### src/rtl/apb_master_arbiter.sv
// -----------------------------------------------------------------------------
// apb_master_arbiter
// Two-requester APB master. Round-robin arbitration between requester 0
// (core load/store) and requester 1 (debug/DMA), APB IDLE/SETUP/ACCESS
// sequencing toward the interconnect, and an optional PREADY timeout.
//
// Ports:
//   clk, rst          clock (rising edge), asynchronous active-low reset
//   req_valid/write   per-requester request and direction (1=write)
//   req_addr/wdata    per-requester address/data, requester i at [i*W +: W]
//   req_ready         one-hot accept strobe (combinational, IDLE only)
//   resp_valid        one-cycle completion pulse to the granted requester
//   resp_rdata/err    read data / error, valid with resp_valid
//   paddr..penable    APB master outputs toward the interconnect
//   prdata/pready/pslverr  APB slave-side returns
// -----------------------------------------------------------------------------
module apb_master_arbiter #(
    parameter int ADDR_W  = 20,
    parameter int DATA_W  = 32,
    parameter int TIMEOUT = 16
) (
    input  logic                clk,
    input  logic                rst,
    input  logic [1:0]          req_valid,
    input  logic [1:0]          req_write,
    input  logic [2*ADDR_W-1:0] req_addr,
    input  logic [2*DATA_W-1:0] req_wdata,
    output logic [1:0]          req_ready,
    output logic [1:0]          resp_valid,
    output logic [DATA_W-1:0]   resp_rdata,
    output logic                resp_err,
    output logic [ADDR_W-1:0]   paddr,
    output logic                pwrite,
    output logic [DATA_W-1:0]   pwdata,
    output logic                psel,
    output logic                penable,
    input  logic [DATA_W-1:0]   prdata,
    input  logic                pready,
    input  logic                pslverr
);

    // Counter only has to reach TIMEOUT-1: the abort fires on the edge that
    // closes the TIMEOUT-th wait cycle.
    localparam int CNT_W = (TIMEOUT > 1) ? $clog2(TIMEOUT) : 1;

    typedef enum logic [1:0] {IDLE, SETUP, ACCESS} state_t;

    state_t             state, state_nxt;
    logic               last_grant;   // also identifies the in-flight owner
    logic               gnt;
    logic               any_req;
    logic               timeout_hit;
    logic [CNT_W-1:0]   cnt;

    // Arbitration: single request wins outright, a tie goes to whoever did
    // not win last time.
    always_comb begin
        any_req     = |req_valid;
        gnt         = (&req_valid) ? ~last_grant : req_valid[1];
        timeout_hit = (TIMEOUT != 0) && !pready && (cnt == CNT_W'(TIMEOUT - 1));
    end

    // State register
    always_ff @(posedge clk or negedge rst) begin
        if (!rst) state <= IDLE;
        else      state <= state_nxt;
    end

    // Next-state logic
    always_comb begin
        state_nxt = state;
        case (state)
            IDLE:    if (any_req) state_nxt = SETUP;
            SETUP:   state_nxt = ACCESS;
            ACCESS:  if (pready || timeout_hit) state_nxt = IDLE;
            default: state_nxt = IDLE;
        endcase
    end

    // Output logic: accept strobe only
    always_comb begin
        req_ready = 2'b00;
        if (state == IDLE && any_req) req_ready[gnt] = 1'b1;
    end

    // Registered APB outputs, response and timeout counter
    always_ff @(posedge clk or negedge rst) begin
        if (!rst) begin
            last_grant <= 1'b1;
            cnt        <= '0;
            paddr      <= '0;
            pwrite     <= 1'b0;
            pwdata     <= '0;
            psel       <= 1'b0;
            penable    <= 1'b0;
            resp_valid <= 2'b00;
            resp_rdata <= '0;
            resp_err   <= 1'b0;
        end else begin
            resp_valid <= 2'b00;
            case (state)
                IDLE: begin
                    if (any_req) begin
                        paddr      <= gnt ? req_addr[2*ADDR_W-1:ADDR_W]  : req_addr[ADDR_W-1:0];
                        pwdata     <= gnt ? req_wdata[2*DATA_W-1:DATA_W] : req_wdata[DATA_W-1:0];
                        pwrite     <= req_write[gnt];
                        last_grant <= gnt;
                        psel       <= 1'b1;
                        cnt        <= '0;
                    end
                end
                SETUP: penable <= 1'b1;
                ACCESS: begin
                    if (pready) begin
                        resp_valid[last_grant] <= 1'b1;
                        resp_rdata <= pwrite ? '0 : prdata;
                        resp_err   <= pslverr;
                        psel       <= 1'b0;
                        penable    <= 1'b0;
                    end else if (timeout_hit) begin
                        resp_valid[last_grant] <= 1'b1;
                        resp_rdata <= '0;
                        resp_err   <= 1'b1;
                        psel       <= 1'b0;
                        penable    <= 1'b0;
                    end else begin
                        cnt <= cnt + 1'b1;
                    end
                end
                default: ;
            endcase
        end
    end

endmodule

### config.mk
export PLATFORM = sky130hd
export DESIGN_NAME = apb_master_arbiter
export DESIGN_NICKNAME = d
export VERILOG_FILES = /design/src/rtl/apb_master_arbiter.sv
export SDC_FILE = /design/constraint.sdc
export NUM_CORES = 1
export LEC_CHECK = 0
export CORE_UTILIZATION = 38
export DETAILED_ROUTE_END_ITERATION = 7
export PLACE_DENSITY = 0.79
export SYNTH_ARGS = -nofsm -noshare
export SYNTH_HDL_FRONTEND = slang
export SYNTH_SLANG_ARGS = --single-unit
### constraint.sdc
create_clock -name clk -period 2.65 [get_ports clk]
set_clock_uncertainty 0.2 [all_clocks]
set_input_delay 0.53 -clock clk [delete_from_list [all_inputs] [get_ports clk]]
set_output_delay 0.53 -clock clk [all_outputs]
set_load 0.01 [all_outputs]
==> results_dict.tcl, run 1 <==
set metrics [dict create \
    worst_slew_pin_slew_ns 0.595 \
    cap_violations 0 \
    hold_viol_final 0 \
    dieArea_um2 11100 \
    overflow 0 \
    cts_htree_levels 3 \
    clkSlewWorstSetupHoldPaths_ns 0.08 \
    synth.area.top_cells "dfrtp_1, a221o_2, and3_1" \
    antenna_cells 0 \
    synth_top_area_share_pct 59.0 \
    syn_inst 304 \
    synth_most_common_cell "dfrtp_1" \
    drive_above_1_share_pct 15.2 \
    postRouteWirelength_um 12600 \
    synth_nets 449 \
    firstDrtPassIters 4 \
    yosysUniqueCellTypes 35 \
    power.leakage_uw 0.00303 \
    yosys.area.top_type "dfrtp_1" \
    crit_type "in2out" \
    cts_tree "built" \
    route.detailed.drc 0 \
    yosys_warnings 0 \
    drt-vias-per-instance 5.46 \
    final_net_count 679 \
    min_period_over_period_pct 92.2 \
    num_io_pins 236 \
    p_per_area_nw_per_um2 1050 \
    rsz0062_at_grt "no" \
    place_hpwl_um 8890 \
    ir_drop_mv 0.482 \
    fmax_mhz 409 \
    fill_cells 810 \
    final.min_clock_period_ns 2.44 \
    avgSynthCellArea_um2 13.4 \
    worst_setup_path_start_kind "input port" \
    cts_buffer_depth 2 \
    gp_congestion 0.774 \
    arrival_ns 1.71 \
    cts_buffers 9 \
    grt_first_pass_wirelength_um 20400 \
    grt_pass1_vias 3955 \
    io_buffers 235 \
    async_reset_ff_share_pct 100 \
    drv_slew 0 \
    drtIter0Drc 239 \
    max-slew-margin-rel_pct 60.4 \
    finalSetupViolations 0 \
    min_path_type "reg2reg" \
    synth-edff-count 0 \
    grt_max_degree 58 \
    fin_hold_ws_ns 0.295 \
    netlist_top_cells_count "dfrtp_1, and3_1, a221o_2, a22o_1, clkbuf_1" \
    tns_ns 0 \
    wl_per_cell_um 18.7 \
    die_y_um 106 \
    antenna_found_initial 0 \
    num_rows 37 \
    worstSkewPairLatency_ns 0.34 \
    ys_ff_latch 97 \
    cts_root_buf "clkbuf_8" \
    core_um2 10400 \
    fin_util_pct 65.1 \
    netlist_area_um2 4070 \
    vias 3687 \
    ys_seq_area_share_pct 59.6 \
    outcome "completed" \
    cts.sinks 97 \
    path_max_fanout 3 \
    antenna_left 0 \
    synthFlopType "dfrtp_1" \
    area_delta_synth_final_pct 65.7 \
    cp-end-kind "primary output" \
    grt_usage_pct 23.2 \
    start_util_pct 39.3 \
    crit_required_ns 1.92 \
    die_w_um 106 \
]
[metal layers]
layer	vias to the layer above	part of all wire (%)	track usage, %
met3	24	8.3	5.75
li1	1655	-	-
met1	1815	40	28.0
met4	0	2.2	8.83
met5	-	0	0
met2	193	49	39.8
[repair_timing]
| item | in CTS | in global routing |
|---|---|---|
| gates resized for setup | 3 | 0 |
| hold buffers | 1 | 0 |
| setup endpoints to repair | 2 | 0 |
| endpoints found under the hold margin | 35 | 0 |
| setup buffers | 0 | 0 |
[critical path: stages]
cell and delay, ns:
clkdlybuf4s50_1 0.43, buf_4 0.17, a21boi_4 0.14, and2_1 0.16, dlygate4sd2_1 0.28
[power breakdown]
part	switching, µW	internal (µW)	total [µW]	leakage [µW]
clock	475	394	868	0.0000867
sequential	459	2170	2630	0.00122
combinational	1440	2140	3580	0.00173
total	2370	4710	7080	0.00303
[sequential cells by signal, indices dropped and copies added, names as in the netlist]
signal and cells:
resp_rdata 32, paddr 20, resp_valid 2, state 2, last_grant 1, psel 1
penable 1, cnt 4, pwdata 32, pwrite 1, resp_err 1
[path summary, 6_finish.rpt]
path / start / endpoint / slack [ns] / cells after the start
max in group asynchronous: rst / paddr[11]$_DFFE_PN0P_ / 1.13 / 3
worst min register to register: penable$_DFFE_PN0P_ / penable$_DFFE_PN0P_ / 0.30 / 1
worst max register to register: state[1]$_DFFE_PN0P_ / paddr[2]$_DFFE_PN0P_ / 0.50 / 5
min in group asynchronous: rst / pwdata[6]$_DFFE_PN0P_ / 0.51 / 2
worst min-delay path: penable$_DFFE_PN0P_ / penable$_DFFE_PN0P_ / 0.30 / 1
worst max-delay path: req_valid[0] / req_ready[1] / 0.21 / 5
[layout make-up]
type                       instances  area, µm²  area share [%]
timing repair buffer             248       2470            36.6
sequential                        97       2430            36.0
multi-input combinational        173       1490            22.0
tap                              136        170            2.52
clock buffer                      14        163            2.41
inverter                           5       18.8           0.278
clock inverter                     2       12.5           0.185
[per-stage QoR]
| stage | cell area (µm²) | setup WS, ns | std cells | power (µW) |
|---|---|---|---|---|
| 2_1_floorplan | 4070 | 0.550 | 304 | 4300 |
| 3_3_place_gp | 6570 | -0.0855 | 658 | 6150 |
| 3_5_place_dp | 6570 | -0.0766 | 658 | 6250 |
| 4_1_cts | 6750 | 0.204 | 675 | 7140 |
| 5_1_grt | 6750 | 0.126 | 675 | 7510 |
| 6_report | 6750 | 0.207 | 675 | 7080 |
[kinds of logic (layout without fill, tap and decap cells)]
family | count (synthesis) | in the layout | share of synthesized area, %
AO/OA/AOI/OAI | 98 | 98 | 24.2
flip-flops | 97 | 97 | 59.6
AND/OR/NAND/NOR | 71 | 71 | 10.7
buffers and inverters | 34 | 269 | 4.39
multiplexers | 3 | 3 | 0.737
adder cells (fa/ha/maj) | 1 | 1 | 0.307
[cells in the final DEF (no fill, tap or decap), types with 4 or more instances in the layout]
master	netlist	layout
a221o_1	8	8
a221o_2	45	45
a22o_1	32	32
and3_1	54	54
buf_4	0	11
clkbuf_8	0	11
clkdlybuf4s50_1	0	231
dfrtp_1	96	96
inv_1	4	4
nor2_1	7	6
(Power assumes the default switching activity.)
==> run 2: changes to the inputs <==
CORE_ASPECT_RATIO = 0.7   (was default)
SLEW_MARGIN = 15   (was default)
==> run 2 against run 1 <==
Maximum frequency down 2.1%. Utilization up 0.71 points. Sequential power about the same. Critical path depth down 1.
==> results_dict.tcl, run 2 (synthesis gave the netlist of run 1 again) <==
set metrics [dict create \
    grt_usage_pct 21.5 \
    worstSkewPairLatency_ns 0.34 \
    hold_depth 1 \
    area_delta_synth_final_pct 68.0 \
    crit_type "in2out" \
    layout_common_cells "clkdlybuf4s50_1, dfrtp_1, and3_1" \
    crit_path_cell_trace "clkdlybuf4s50_1 -> inv_2 -> a2111oi_4 -> dlygate4sd2_1" \
    rsz0062_at_grt "no" \
    vias 3616 \
    cp_slowest_cell "clkdlybuf4s50_1" \
    ir_drop_mv 0.526 \
    post_dp_cell_area_um2 6560 \
    grt_pass1_vias 3595 \
    startpoint "req_valid[0]" \
    cts_buffer_depth 2 \
    worst-path-buf-inv 3 \
    final_area_um2 6840 \
    min_period_over_period_pct 94.1 \
    r2r-start "state[1]$_DFFE_PN0P_" \
    cts_root_buf "clkbuf_16" \
    cts_htree_levels 3 \
    grt_max_degree 55 \
    power.leakage_uw 0.00307 \
    dp.cells 655 \
    antenna_found_initial 0 \
    max-slew-margin-rel_pct 61.8 \
    fin_hold_ws_ns 0.293 \
    postRouteWirelength_um 12000 \
    reg_top3 "pwdata x32, resp_rdata x32, paddr x20" \
    finalSetupViolations 0 \
    route.detailed.drc 0 \
    drive_above_1_share_pct 15.7 \
    place_hpwl_um 8640 \
    arrival_ns 1.76 \
    drt-vias-per-instance 5.37 \
    fin_cells 673 \
    hold_viol_final 0 \
    hold_start "penable$_DFFE_PN0P_" \
    cts_buffers 9 \
    num_rows 31 \
    min_path_type "reg2reg" \
    cts_tree "built" \
    total_power_uw 7390 \
    die_w_um 126 \
    crit_cells 4 \
    slowest_delay_ns 0.50 \
    p_per_area_nw_per_um2 1080 \
    wl_per_cell_um 17.9 \
    die_y_um 88.6 \
    cp-end-kind "primary output" \
    drv_slew 0 \
    overflow 0 \
    fin_util_pct 65.8 \
    cts_setup_buffers 0 \
    path_max_fanout 2 \
    core_um2 10400 \
    clkSlewWorstSetupHoldPaths_ns 0.07 \
    num_io_pins 236 \
    firstDrtPassIters 4 \
    crit_required_ns 1.92 \
    worst_slew_pin_slew_ns 0.573 \
    antenna_left 0 \
    dieArea_um2 11100 \
    final_common_cell "clkdlybuf4s50_1" \
    cap_violations 0 \
    final_net_count 680 \
    fmax_mhz 401 \
    drtIter0Drc 152 \
    cts.sinks 97 \
    gp_congestion 0.771 \
    final.min_clock_period_ns 2.49 \
    outcome "completed" \
    crit_family "buffers and inverters" \
    io_buffers 235 \
    start_util_pct 39.2 \
    rr_worst_depth 5 \
    worst_setup_path_start_kind "input port" \
    grt_first_pass_wirelength_um 18500 \
]
[run 2: worst paths after layout]
check,end,slack [ns]
worst max-delay path,req_ready[0],0.16
worst min-delay path,penable$_DFFE_PN0P_,0.29
worst max register to register,paddr[7]$_DFFE_PN0P_,0.51
worst min register to register,penable$_DFFE_PN0P_,0.29
max in group asynchronous,last_grant$_DFFE_PN1P_,1.08
min in group asynchronous,resp_rdata[21]$_DFFE_PN0P_,0.47
[run 2: timing repair]
action | 4_1_cts | 5_1_grt
endpoints found under the setup margin | 2 | 0
hold buffers | 1 | 0
resized for setup | 2 | 0
endpoints found under the hold margin | 29 | 0
[run 2: layout make-up]
cell class | instances | area, µm²
fillers | 811 | 3550
clock buffers | 10 | 229
inverters | 5 | 18.8
flip-flops and latches | 97 | 2430
clock inverters | 6 | 42.5
diodes | 1 | 2.50
multi-input cells | 173 | 1490
repair buffers | 249 | 2470
well taps | 132 | 165
[run 2: through the flow]
stage	setup TNS (ns)	worst slack [ns]
after global routing	0	0.0946
after floorplan	0	0.550
after detailed placement	-0.229	-0.138
final	0	0.156
after global placement	-0.197	-0.133
after CTS	0	0.152
[run 2: power breakdown]
part / total [µW] / switching (µW) / leakage (µW) / internal [µW]
clock network: 1190 / 551 / 0.000129 / 638
logic: 3560 / 1420 / 0.00172 / 2140
registers: 2640 / 464 / 0.00122 / 2180
[run 2: layer usage]
metal | vias to the layer above | routed length (µm) | share of wire [%] | GRT usage, %
li1 | 1661 | - | - | -
met1 | 1788 | 5210 | 43 | 26.5
met4 | 0 | 222 | 1.8 | 7.89
met3 | 16 | 869 | 7.2 | 6.35
met2 | 151 | 5740 | 48 | 36.6
met5 | - | 0 | 0 | 0
